**config.mk**
```make
export PLATFORM = sky130hd
export DESIGN_NAME = host_port_arbiter
export DESIGN_NICKNAME = d
export VERILOG_FILES = /design/src/rtl/host_port_arbiter.sv
export SDC_FILE = /design/constraint.sdc
export NUM_CORES = 1
export LEC_CHECK = 0
export ABC_AREA = 1
export BUFFER_PORTS_ARGS = -buffer_cell sky130_fd_sc_hd__clkbuf_2
export CAP_MARGIN = 20
export CELL_PAD_IN_SITES_DETAIL_PLACEMENT = 1
export CELL_PAD_IN_SITES_GLOBAL_PLACEMENT = 1
export CORE_AREA = 5 5 165 167
export DETAILED_ROUTE_END_ITERATION = 10
export DIE_AREA = 0 0 170 172
export GPL_TIMING_DRIVEN = 0
export PLACE_DENSITY_LB_ADDON = 0.08
export SKIP_CTS_REPAIR_TIMING = 1
export SLEW_MARGIN = 20
export SYNTH_ARGS = -nofsm -noshare
export SYNTH_HDL_FRONTEND = slang
export SYNTH_SLANG_ARGS = --single-unit
```
**constraint.sdc**
```tcl
create_clock -name clk -period 4.9 [get_ports clk]
set_input_delay 0.735 -clock clk [delete_from_list [all_inputs] [get_ports clk]]
set_output_delay 0.735 -clock clk [all_outputs]
set_load 0.005 [all_outputs]
```
**src/rtl/host_port_arbiter.sv**
```systemverilog
// host_port_arbiter: shares one OBI/Ibex-style host memory port between
// N_REQ requesters. Round-robin selection with address-phase locking, an
// in-order FIFO of granted requester indices for response routing, an
// outstanding-transaction limit and a sticky flag for stray responses.
module host_port_arbiter #(
    parameter int N_REQ           = 4,
    parameter int MAX_OUTSTANDING = 4,
    parameter int ADDR_WIDTH      = 32,
    parameter int DATA_WIDTH      = 32
) (
    input  logic                             clk,
    input  logic                             rstn,
    input  logic [N_REQ-1:0]                 req_i,
    input  logic [N_REQ*ADDR_WIDTH-1:0]      addr_i,
    input  logic [N_REQ-1:0]                 we_i,
    input  logic [N_REQ*(DATA_WIDTH/8)-1:0]  be_i,
    input  logic [N_REQ*DATA_WIDTH-1:0]      wdata_i,
    output logic [N_REQ-1:0]                 gnt_o,
    output logic [N_REQ-1:0]                 rvalid_o,
    output logic [N_REQ-1:0]                 err_o,
    output logic [DATA_WIDTH-1:0]            rdata_o,
    output logic                             host_req_o,
    output logic [ADDR_WIDTH-1:0]            host_addr_o,
    output logic                             host_we_o,
    output logic [DATA_WIDTH/8-1:0]          host_be_o,
    output logic [DATA_WIDTH-1:0]            host_wdata_o,
    input  logic                             host_gnt_i,
    input  logic                             host_rvalid_i,
    input  logic                             host_err_i,
    input  logic [DATA_WIDTH-1:0]            host_rdata_i,
    output logic                             protocol_err_o
);

    localparam int BE_WIDTH = DATA_WIDTH / 8;
    localparam int IDX_W    = (N_REQ > 1) ? $clog2(N_REQ) : 1;
    localparam int PTR_W    = (MAX_OUTSTANDING > 1) ? $clog2(MAX_OUTSTANDING) : 1;
    localparam int CNT_W    = $clog2(MAX_OUTSTANDING + 1);
    localparam logic [CNT_W-1:0] CNT_MAX = CNT_W'(MAX_OUTSTANDING);

    // Requester index increment, wrapping at N_REQ (N_REQ need not be a power of 2).
    function automatic logic [IDX_W-1:0] idx_inc(input logic [IDX_W-1:0] i);
        if (int'(i) == N_REQ - 1) return '0;
        return i + 1'b1;
    endfunction

    // FIFO pointer increment, wrapping at MAX_OUTSTANDING (also covers depth 1).
    function automatic logic [PTR_W-1:0] ptr_inc(input logic [PTR_W-1:0] p);
        if (int'(p) == MAX_OUTSTANDING - 1) return '0;
        return p + 1'b1;
    endfunction

    logic [IDX_W-1:0] rr_ptr;
    logic             locked;
    logic [IDX_W-1:0] lock_idx;
    logic [IDX_W-1:0] cand;
    logic [IDX_W-1:0] rr_scan;
    logic             cand_found;
    logic [IDX_W-1:0] sel;
    logic             host_req;
    logic             accept;
    logic             pop;
    logic [IDX_W-1:0] fifo_mem [MAX_OUTSTANDING];
    logic [PTR_W-1:0] wr_ptr;
    logic [PTR_W-1:0] rd_ptr;
    logic [CNT_W-1:0] count;
    logic [IDX_W-1:0] head;

    // Round-robin search: first requesting port at or above rr_ptr, wrapping.
    always_comb begin
        cand       = rr_ptr;
        cand_found = 1'b0;
        rr_scan    = rr_ptr;
        for (int k = 0; k < N_REQ; k++) begin
            if (!cand_found && req_i[rr_scan]) begin
                cand       = rr_scan;
                cand_found = 1'b1;
            end
            rr_scan = idx_inc(rr_scan);
        end
    end

    // A pending (ungranted) address phase keeps its requester selected.
    assign sel = locked ? lock_idx : cand;

    // New requests stall on a full FIFO; a locked request was already admitted.
    // Gating with rstn keeps every output quiet while reset is asserted.
    assign host_req = rstn & req_i[sel] & (locked | (count < CNT_MAX));
    assign accept   = host_req & host_gnt_i;
    assign pop      = rstn & host_rvalid_i & (count != '0);
    assign head     = fifo_mem[rd_ptr];

    // Downstream mux, grant fan-out and response routing.
    always_comb begin
        host_req_o   = host_req;
        host_addr_o  = '0;
        host_we_o    = 1'b0;
        host_be_o    = '0;
        host_wdata_o = '0;
        gnt_o        = '0;
        rvalid_o     = '0;
        err_o        = '0;
        rdata_o      = rstn ? host_rdata_i : '0;
        if (host_req) begin
            host_addr_o  = addr_i[sel*ADDR_WIDTH +: ADDR_WIDTH];
            host_we_o    = we_i[sel];
            host_be_o    = be_i[sel*BE_WIDTH +: BE_WIDTH];
            host_wdata_o = wdata_i[sel*DATA_WIDTH +: DATA_WIDTH];
        end
        gnt_o[sel]     = accept;
        rvalid_o[head] = pop;
        err_o[head]    = pop & host_err_i;
    end

    // Control state: lock, round-robin pointer, FIFO pointers/count, stray-response flag.
    always_ff @(posedge clk or negedge rstn) begin
        if (!rstn) begin
            rr_ptr         <= '0;
            locked         <= 1'b0;
            lock_idx       <= '0;
            wr_ptr         <= '0;
            rd_ptr         <= '0;
            count          <= '0;
            protocol_err_o <= 1'b0;
        end else begin
            // A dropped request while locked gives host_req=0, which unlocks here.
            locked <= host_req & ~host_gnt_i;
            if (host_req && !host_gnt_i) lock_idx <= sel;
            if (accept) begin
                rr_ptr <= idx_inc(sel);
                wr_ptr <= ptr_inc(wr_ptr);
            end
            if (pop) rd_ptr <= ptr_inc(rd_ptr);
            case ({accept, pop})
                2'b10:   count <= count + 1'b1;
                2'b01:   count <= count - 1'b1;
                default: count <= count;
            endcase
            if (host_rvalid_i && count == '0) protocol_err_o <= 1'b1;
        end
    end

    // FIFO storage holds data only; validity is tracked by count.
    always_ff @(posedge clk) begin
        if (accept) fifo_mem[wr_ptr] <= sel;
    end

endmodule

```
# --- Word-level counts from Yosys, hierarchy flattened ---
# Memory sizes are Yosys's and may differ from the RTL's.
# Index checks and enable logic that the tools add are counted.
totals:
  mem_count: 1
  ff_bits: 13
  word_cells: 114
  ram_bits: 8
  out_inout_bits: 115
  inputBits: 317
memory_table:
  columns: ["name", "depth", "width", "read_ports", "rd_ports_with_merged_regs", "wr", "line", "text"]
  rows:
  - ["fifo_mem", 4, 2, 1, 0, 1, "62", "logic [IDX_W-1:0] fifo_mem [MAX_OUTSTANDING];"]
op_classes:
  order_cmp: 9
  n_bitwise: 12
  n_shift: 3
  n_reduce_logical: 14
  muxes: 52
  eq_ne: 8
  addsub: 8
ops:
  columns: ["cell", "n"]
  rows:
  - ["$shiftx 128x8->32", 2]
  - ["$mux 32", 3]
  - ["$mux 2", 16]
  - ["$mux 1", 23]
  - ["$lt 2x3->1 const B", 6]
  - ["$shiftx 16x5->4", 1]
  - ["$eq 2x1->1 const B", 7]
  - ["$add 2x1->2 const B", 6]
  - ["$and 4x4->4", 3]
  - ["$bmux 1 s2", 6]
  - ["$and 1x1->1", 7]
  - ["$logic_and 1x1->1", 7]
  - ["$pmux 3 s2", 1]
  - ["$demux 1 s2", 2]
  - ["$ge 2x1->1 const B", 2]
  - ["$logic_not 1->1", 4]
  - ["$mux 4", 1]
  - ["$add 3x1->3 const B", 1]
  - ["$logic_not 3->1", 1]
  - ["$lt 3x3->1 const B", 1]
  - ["$reduce_bool 3->1", 1]
  - ["$sub 3x1->3 const B", 1]
  - ["$eq 2x2->1 const B", 1]
  - ["$reduce_bool 2->1", 1]
  - ["other kinds (2)", 2]

# --- Logic depth before layout (Yosys ltp) ---
# Gate-level depths: netlist (run 1).
depth:
  word_depth: 21
  mapped_depth: 24
  mapped_depth_nobuf: 23

# --- Worst setup path after synthesis (run 1) ---
# Ideal clock, no wire load.
synth_timing:
  kind: "reg-to-reg"
  startpoint: "reg rr_ptr[0]"
  endpoint: "reg count[2]"
  n_path_buf: 1
  setup_slack_ps: 1698
  stages_incl_launch_ff: 24
  t_required_ps: 4776
  arrival_ps: 3078
  setup_time_ps: 124
  synth_period_minus_slack_ps: 3202
  cell_sequence: "dfrtp_1 -> ha_1 -> inv_2 -> nand2_1 -> nand2_1 -> nand2_1 -> nand2_1 -> nand2_1 -> nor2_2 -> inv_2 -> nand3_1 -> nand2_1 -> nand2_2 -> nand2_1 -> nand3_1 -> nand2_4 -> nand3_2 -> buf_6 -> ha_1 -> inv_1 -> fa_1 -> a21oi_1 -> o21ai_0 -> xnor2_1"
synth_via:
  elab_chain_cells: 21
  word_cells_on_any_way: 42
  classes_between: "add/sub (3); eq/ne (5); mux (24); bitwise (3); reduce/logical (7)"
synth_lines:
  columns: ["item", "line", "text"]
  rows:
  - ["start: declaration", "52", "logic [IDX_W-1:0] rr_ptr;"]
  - ["start signal: assignment", "129", "rr_ptr <= idx_inc(sel);"]
  - ["parallel branches: the longest is 12 deep, another holds $add 2x1->2", null, null]
  - ["$mux 2 (*)", "74", "if (!cand_found && req_i[rr_scan]) begin"]
  - ["$mux 2 (*)", "83", "assign sel = locked ? lock_idx : cand;"]
  - ["$bmux 1 s2 (*)", "87", "assign host_req = rstn & req_i[sel] & (locked | (count < CNT_MAX));"]
  - ["$mux 1 (not written as such) (*)", "87", null]
  - ["$and 1x1->1 (*) (2 in a row)", "87", null]
  - ["$and 1x1->1 (*)", "88", "assign accept = host_req & host_gnt_i;"]
  - ["$eq 2x1->1 / $eq 2x2->1 (equally long branches)", "133", "case ({accept, pop})"]
  - ["$pmux 3 s2 / $reduce_bool 2->1 (equally long branches)", null, null]
  - ["end signal: assignment", "134", "2'b10: count <= count + 1'b1;"]
  - ["end signal: assignment", "135", "2'b01: count <= count - 1'b1;"]
  - ["end signal: assignment", "136", "default: count <= count;"]
  - ["end: declaration", "65", "logic [CNT_W-1:0] count;"]
# Every way passes the cells marked *. The select of a mux whose other input is x is not followed.
# A chain may end at the register's enable or synchronous reset.

# --- Worst setup path after layout (run 1) ---
layout_timing:
  startpoint: "reg rr_ptr[0]"
  endpoint: "out gnt_o[3]"
layout_via:
  elab_chain_cells: 20
  word_cells_on_any_way: 44
  classes_between: "add/sub (3); order compare (2); eq/ne (3); mux (25); bitwise (4); reduce/logical (7)"
layout_lines:
  columns: ["item", "line", "text"]
  rows:
  - ["parallel branches: the longest is 12 deep, another holds $add 2x1->2", null, null]
  - ["$mux 2 (*)", "74", null]
  - ["$mux 2 (*)", "83", null]
  - ["named net sel[1]", "58", "logic [IDX_W-1:0] sel;"]
  - ["$bmux 1 s2", "87", null]
  - ["$mux 1 (not written as such)", "87", null]
  - ["$and 1x1->1 (2 in a row)", "87", null]
  - ["$and 1x1->1", "88", null]
  - ["$and 4x4->4 (no line) (*)", null, null]
  - ["end: declaration", "18", "output logic [N_REQ-1:0] gnt_o,"]
# Mark *: on every way through the listed nets, which the timed path passes. The select of a mux whose other input is x is not followed.

==> reports/summary.txt, run 1 <==
worst skew pair latency: 0.25 ns
CP max stage cell: clkbuf_1
# DRC: 0
max-cap violations: 0
Seq/Total Area, Yosys: 12.6%
Main synth FF type: dfrtp_1
Clock Sinks: 21
Die Ht: 172 µm
RR Endpoint: count[1]
Startpoint Class: flip-flop
clock skew: 0.00518 ns
Worst path most repeated cell: nand2_1
RSZ-0062 raised after global routing: false
synth-to-layout area growth: 59.3%
Mapped Avg Cell Area: 5.55 µm²
Initial Utilization: 17.5%
Root Buffer: clkbuf_16
DRT Pass-1 Iters: 6
crit share post-route: 87.7%
CTS H-tree depth: 1
gpl congestion: 0.846
Setup violations, final: 0
post-route ant nets: 0
worst hold path class: in -> async
Mapped Cells: 809
area of the core: 0.0256 mm²
share of cells above drive strength 1: 44.0%
Cell variety after synth: 32
# rows: 59
DR vias: 6,726
Critical Path Start: rr_ptr[0]
maximum clock rate: 233 MHz
R2R cell count: 18
GRT overflow: 0
initial antenna violation count: 8
Setup crit end kind: primary output
Die X: 170 µm
largest net degree at the start of global routing: 16
die area: 0.0292 mm²
r2r setup slk: 1.20 ns
Post-DP HPWL: 25,400 µm
CP Max Fanout: 15
WP buf/inv: 4
register bit total from synthesis: 21
Reg2Reg Launch Point: rr_ptr[0]
max incr delay on CP: 0.65 ns
Setup CP Type: reg -> out
CTS tree: built
Post-Route Setup TNS: 0 ns
vias in the first global route: 7,083
cells along the critical path: ha_1, inv_2, nand2_1, nand2_1, nand2_1, nand2_1, nand2_1, nor2_2, a21oi_2, a21oi_4, clkbuf_1, ha_1, inv_1, nor2_1, clkbuf_2
IO buf count: 431
Reg clk slew, reported paths: 0.06 ns
cell family with the largest share of critical-path delay: buffers and inverters
First DRT Iteration DRCs: 231
synthesized area: 0.00449 mm²
worst setup path endpoint: gnt_o[3]
Clock Tree Buf Depth: 2
Max-slew headroom: 45.4%
status: finished clean
Tightest Pin Transition: 0.819 ns
fin. max-slew vios: 0
CTS buffer count: 3
Crit path required time: 4.16 ns
Synth async-reset ratio: 61.9%
Total GRT Usage: 18.7%
most frequent cells in the layout: clkbuf_2 (431), nor2_1 (157), o21ai_0 (134)
# IOs: 432
Final nets: 1,574
Min Clock Period, post-route: 4.30 ns
DR vias/cell: 4.25
yosys warns: 0
Synth Net Count: 1,138
final WL: 29,500 µm
Crit path depth: 15
most common library cell in the layout ignoring fill and taps: clkbuf_2
Final Hold Vio Count: 0
number of flops mapped to enable cells by yosys: 8
first-pass GRT wire length: 42,400 µm
Routed WL per cell: 18.6 µm
CP arrival: 3.56 ns
[synth_stat cells (3+ instances only)]
library cell	number	area share, %
inv_2	6	0.50
buf_4	4	0.67
nor2_1	157	13
o21ai_0	134	15
clkbuf_1	31	2.6
nand2_4	3	0.75
ha_1	11	3.1
nand2_1	93	7.8
dfrtp_1	13	7.2
edfxtp_1	8	5.3
nand3_1	23	2.6
nand4_1	6	0.84
a21oi_1	73	8.1
nand3_2	3	0.67
buf_2	13	1.4
inv_1	130	11
buf_6	8	2.0
a21oi_2	70	14
o21ai_1	8	0.89
[metrics by stage]
stage / instance area [µm²] / worst slack [ns] / std cells / util [%] / hold WS [ns]
after floorplan: 4490 / 1.70 / 809 / - / 0.434
final: 7150 / 0.603 / 1582 / 27.9 / 0.389
after global placement: 7070 / 0.743 / 1575 / 27.6 / 0.444
after global routing: 7150 / 0.305 / 1581 / 27.9 / 0.412
after CTS: 7150 / 0.531 / 1579 / 27.9 / 0.396
after detailed placement: 7070 / 0.712 / 1575 / 27.6 / 0.452
[sequential cells by signal (all words and copies together), names as in the netlist]
signal,count
rd_ptr,2
rr_ptr,2
wr_ptr,2
protocol_err_o,1
count,3
locked,1
fifo_mem,8
lock_idx,2
[routing by layer]
layer | global-route usage (%) | vias up | routed length (µm)
met5 | 0 | - | 43
li1 | - | 3470 | -
met2 | 34.9 | 231 | 15300
met3 | 5.60 | 26 | 2430
met4 | 2.50 | 10 | 374
met1 | 21.8 | 2989 | 11300
[worst reg2reg max path: cells and delay by family, from the launching register on]
kind	cells	cell delay, ns
adder cells (fa/ha/maj)	3	1.04
AND/OR/NAND/NOR	9	0.99
AO/OA/AOI/OAI	3	0.63
flip-flops	1	0.48
buffers and inverters	3	0.49
[worst min path at each step]
stage / cells past startpoint / slack (ns) / to / from
3_5_place_dp: 1 / 0.45 / protocol_err_o / protocol_err_o
4_1_cts: 1 / 0.40 / protocol_err_o / rstn
5_1_grt: 1 / 0.41 / rd_ptr[1] / rstn
6_report: 1 / 0.39 / count[1] / rstn
2_1_floorplan: 2 / 0.43 / lock_idx[0] / lock_idx[0]
3_3_place_gp: 1 / 0.44 / protocol_err_o / protocol_err_o
[logic make-up (layout without fill, tap and decap cells)]
| kind of cell | Yosys count | after routing | share of synthesized area, % |
|---|---|---|---|
| other | 0 | 3 | 0 |
| DFF | 21 | 21 | 12.6 |
| xor gates and xnor gates | 3 | 3 | 0.585 |
| buffers and inverters | 193 | 628 | 18.2 |
| adders and majority gates | 12 | 12 | 3.51 |
| and+or+nand+nor | 291 | 291 | 26.6 |
| AOI/OAI and AO/OA | 289 | 289 | 38.5 |
[cell type report]
type	count	area, µm²
diodes	3	7.51
plain buffers	56	302
clock buffers	4	78.8
fillers	3493	18500
inverters	137	514
multi-input cells	595	3110
flip-flops and latches	21	566
well taps	335	419
repair buffers	431	2160
Power of run 1 is left out: the tool's default activity adds up to more than one toggle a clock period on the data nets, which glitch-free logic cannot reach.
==> run 2, diff against run 1 <==
Settings changed: BUFFER_PORTS_ARGS -buffer_cell sky130_fd_sc_hd__clkbuf_2 to default, CORE_AREA 5 5 165 167 to 5 5 163 165, DIE_AREA 0 0 170 172 to 0 0 168 170, DONT_BUFFER_PORTS from default to 1, HOLD_SLACK_MARGIN from default to 0.06.
==> reports/summary.txt, run 2 (synthesis gave the netlist of run 1 again) <==
Biggest register: fifo_mem
CTS buffer count: 3
Root Buffer: clkbuf_16
CP arrival: 3.50 ns
max-cap violations: 0
Setup violations, final: 0
Final nets: 1,143
worst skew pair latency: 0.25 ns
crit share post-route: 86.5%
fin. max-slew vios: 0
First DRT Iteration DRCs: 183
Routed WL per cell: 23.3 µm
vias in the first global route: 5,939
post-route ant nets: 0
# IOs: 432
Die Ht: 170 µm
Crit path required time: 4.16 ns
final worst slack: 0.662 ns
Post-Route Setup TNS: 0 ns
CP Max Fanout: 15
Total GRT Usage: 17.1%
Final Hold Vio Count: 0
largest net degree at the start of global routing: 16
# DRC: 0
Initial Utilization: 18.0%
pre-CTS setup slack: 0.842 ns
Post-DP HPWL: 22,800 µm
CTS tree: built
first-pass GRT wire length: 38,200 µm
Tightest Pin Transition: 0.814 ns
RSZ-0062 raised after global routing: false
cells along the critical path: ha_1, inv_2, nand2_1, nand2_1, nand2_1, nand2_1, nand2_1, nor2_2, a21oi_2, a21oi_4, clkbuf_1, ha_1, inv_1, nor2_1
Max-slew headroom: 45.7%
status: finished clean
max reg flops: 8
cell family with the largest share of critical-path delay: buffers and inverters
worst hold path class: in -> async
IO buf count: 0
Clock Sinks: 21
max incr delay on CP: 0.66 ns
Die X: 168 µm
Reg clk slew, reported paths: 0.06 ns
maximum clock rate: 236 MHz
WP buf/inv: 3
initial antenna violation count: 4
final instance area: 0.00499 mm²
most frequent cells in the layout: nor2_1 (157), o21ai_0 (134), inv_1 (130)
Worst path most repeated cell: nand2_1
area of the core: 0.0249 mm²
final WL: 26,700 µm
post-route insts no fill: 1,145
synth-to-layout area growth: 11.1%
# rows: 58
Clock Tree Buf Depth: 2
CTS H-tree depth: 1
Setup CP Type: reg -> out
GRT overflow: 0
DRT Pass-1 Iters: 4
DR vias: 5,419
Inst Count DP: 1,139
dpl cell area: 0.00490 mm²
Setup crit end kind: primary output
Min Clock Period, post-route: 4.24 ns
DR vias/cell: 4.73
clock skew: 0.00361 ns
Largest regs: fifo_mem x8, count x3
gpl congestion: 0.860
share of cells above drive strength 1: 14.3%
most common library cell in the layout ignoring fill and taps: nor2_1
Startpoint Class: flip-flop
CP max stage cell: clkbuf_1
die area: 0.0286 mm²
==> run 2: routing by layer <==
metal  routed length (µm)  vias up  GRT usage [%]
met5                   41        -              0
met4                  304        6           2.26
met3                 1670       26           4.30
met1                10800     2566           20.8
li1                     -     2607              -
met2                13900      214           31.2
==> run 2: per-stage QoR <==
step / hold WS (ns) / util, %
2_1_floorplan: 0.434 / -
3_3_place_gp: 0.440 / 19.7
3_5_place_dp: 0.440 / 19.7
4_1_cts: 0.168 / 20.0
5_1_grt: 0.162 / 20.0
6_report: 0.175 / 20.0
==> run 2: layout make-up <==
type,instances,area (µm²)
inverter,137,514
clock buffer,4,78.8
sequential,21,566
buffer,56,302
tap,330,413
antenna,2,5.00
multi-input combinational,595,3110
fill,3182,19900
==> run 2: worst reg2reg max path, stage by stage (launching register included) <==
cell     delay (ns)
dfrtp_1        0.47
ha_1           0.44
inv_2          0.19
nand2_1        0.08
nand2_1        0.06
nand2_1        0.04
nand2_1        0.10
nand2_1        0.08
nor2_2         0.17
a21oi_2        0.11
a21oi_4        0.37
nand3_1        0.19
nand2_4        0.16
nand3_2        0.13
buf_6          0.20
ha_1           0.19
inv_1          0.10
fa_1           0.42
o21ai_0        0.17
==> run 2: final timing paths <==
kind	slack (ns)	end	cells after the start	start
min in group clk	0.47	lock_idx[0]	2	lock_idx[0]
setup / recovery	0.66	gnt_o[2]	14	rr_ptr[0]
max in group asynchronous	4.65	wr_ptr[1]	0	rstn
setup reg to reg	1.15	count[1]	18	rr_ptr[0]
hold / removal	0.18	wr_ptr[1]	0	rstn
hold reg to reg	0.47	lock_idx[0]	2	lock_idx[0]
Power of run 2 is left out for the same reason.
==> run 3, diff against run 2 <==
Settings changed: CAP_MARGIN 20 to default, CELL_PAD_IN_SITES_DETAIL_PLACEMENT 1 to default, CELL_PAD_IN_SITES_GLOBAL_PLACEMENT 1 to default.
==> reports/summary.txt, run 3 (synthesis gave the netlist of run 1 again) <==
Min Clock Period, post-route: 4.50 ns
DRT Pass-1 Iters: 5
clock skew: 0.00189 ns
# DRC: 0
final core utilization: 20.1%
vias in the first global route: 5,633
most frequent cells in the layout: nor2_1 (157), o21ai_0 (134), inv_1 (130)
Routed WL per cell: 22.9 µm
first-pass GRT wire length: 37,500 µm
largest net degree at the start of global routing: 16
Multi-input gate area: 0.00311 mm²
Fill cells: 2,951
Die X: 168 µm
Clock Tree Buf Depth: 2
Inst Count DP: 1,139
Setup violations, final: 0
DR vias: 5,233
Biggest register: fifo_mem
die area: 0.0286 mm²
Final nets: 1,143
max-cap violations: 0
R2R cell count: 18
Root Buffer: clkbuf_16
maximum clock rate: 222 MHz
worst hold path class: in -> async
# rows: 58
post-route insts no fill: 1,146
Setup CP Type: reg -> out
CTS buffer count: 3
Tightest Pin Transition: 0.913 ns
Total GRT Usage: 17.1%
DR vias/cell: 4.57
CTS tree: built
CTS H-tree depth: 1
Post-DP HPWL: 22,000 µm
storage element area: 566 µm²
Setup crit end kind: primary output
Post-Route Setup TNS: 0 ns
First DRT Iteration DRCs: 237
CP Max Fanout: 10
synth-to-layout area growth: 11.1%
final WL: 26,200 µm
cells along the critical path: ha_1, inv_2, nand2_1, nand2_1, nand2_1, nand2_1, nand2_1, nor2_2, inv_2, nand3_1, nand2_1, nand2_2, buf_4, clkbuf_1, o21ai_0, a21oi_2
Clock Sinks: 21
# IOs: 432
RSZ-0062 raised after global routing: false
initial antenna violation count: 3
max reg flops: 8
Startpoint Class: flip-flop
Worst path most repeated cell: nand2_1
crit share post-route: 91.9%
IO buf count: 0
share of cells above drive strength 1: 14.4%
GRT overflow: 0
Reg clk slew, reported paths: 0.06 ns
worst skew pair latency: 0.25 ns
status: finished clean
Largest regs: fifo_mem x8, count x3
max incr delay on CP: 0.55 ns
CP max stage cell: clkbuf_1
gpl congestion: 0.805
most common library cell in the layout ignoring fill and taps: nor2_1
Max-slew headroom: 38.6%
Initial Utilization: 18.0%
Crit path required time: 4.16 ns
fin. max-slew vios: 0
post-route ant nets: 0
Final Hold Vio Count: 0
area of the core: 0.0249 mm²
Die Ht: 170 µm
CP arrival: 3.77 ns
==> run 3: cell types whose count changed in the layout (fill, tap and decap cells not counted), sizes merged <==
cell | before | now
diode | 2 | 3
clkbuf | 35 | 34
clkinv | 1 | 2
==> run 3: cell type report <==
type	instances	area share [%]
sequential	21	11.3
inverter	137	10.3
tap	330	8.27
antenna	3	0.150
buffer	56	6.04
clock inverter	1	0.100
clock buffer	3	1.50
multi-input combinational	595	62.3
==> run 3: metal layers <==
metal  global-route usage (%)  vias up  routed length (µm)  part of all wire, %
met4                     3.28        0                 421                  1.6
li1                         -     2602                   -                    -
met3                     3.14       23                1450                  5.5
met1                     22.6     2394               11300                   43
met5                        0        -                   0                    0
met2                     29.4      214               13000                   50
==> run 3: final timing paths <==
| kind | from | endpoint | slack [ns] |
|---|---|---|---|
| min reg2reg | lock_idx[0] | lock_idx[0] | 0.47 |
| max reg2reg | rr_ptr[0] | count[1] | 1.11 |
| max | rr_ptr[0] | host_addr_o[14] | 0.40 |
| max in group asynchronous | rstn | protocol_err_o | 4.66 |
| min in group clk | lock_idx[0] | lock_idx[0] | 0.47 |
| min | rstn | rd_ptr[0] | 0.17 |
==> run 3: worst max-delay path: cells and delay by family, from the launching register on <==
kind	cells	cell delay (ns)
AO/OA/AOI/OAI	2	0.74
adder cells (fa/ha/maj)	1	0.43
AND/OR/NAND/NOR	9	0.85
buffers and inverters	4	1.01
flip-flops	1	0.47
==> run 3: stage by stage <==
stage	cell area (µm²)	hold slack [ns]	setup WS [ns]
floorplan	4490	0.434	1.70
global placement	4900	0.440	0.602
detailed placement	4900	0.440	0.606
CTS	4980	0.162	0.315
global route	4990	0.156	0.0795
finish	4990	0.170	0.398
Power of run 3 is left out for the same reason.
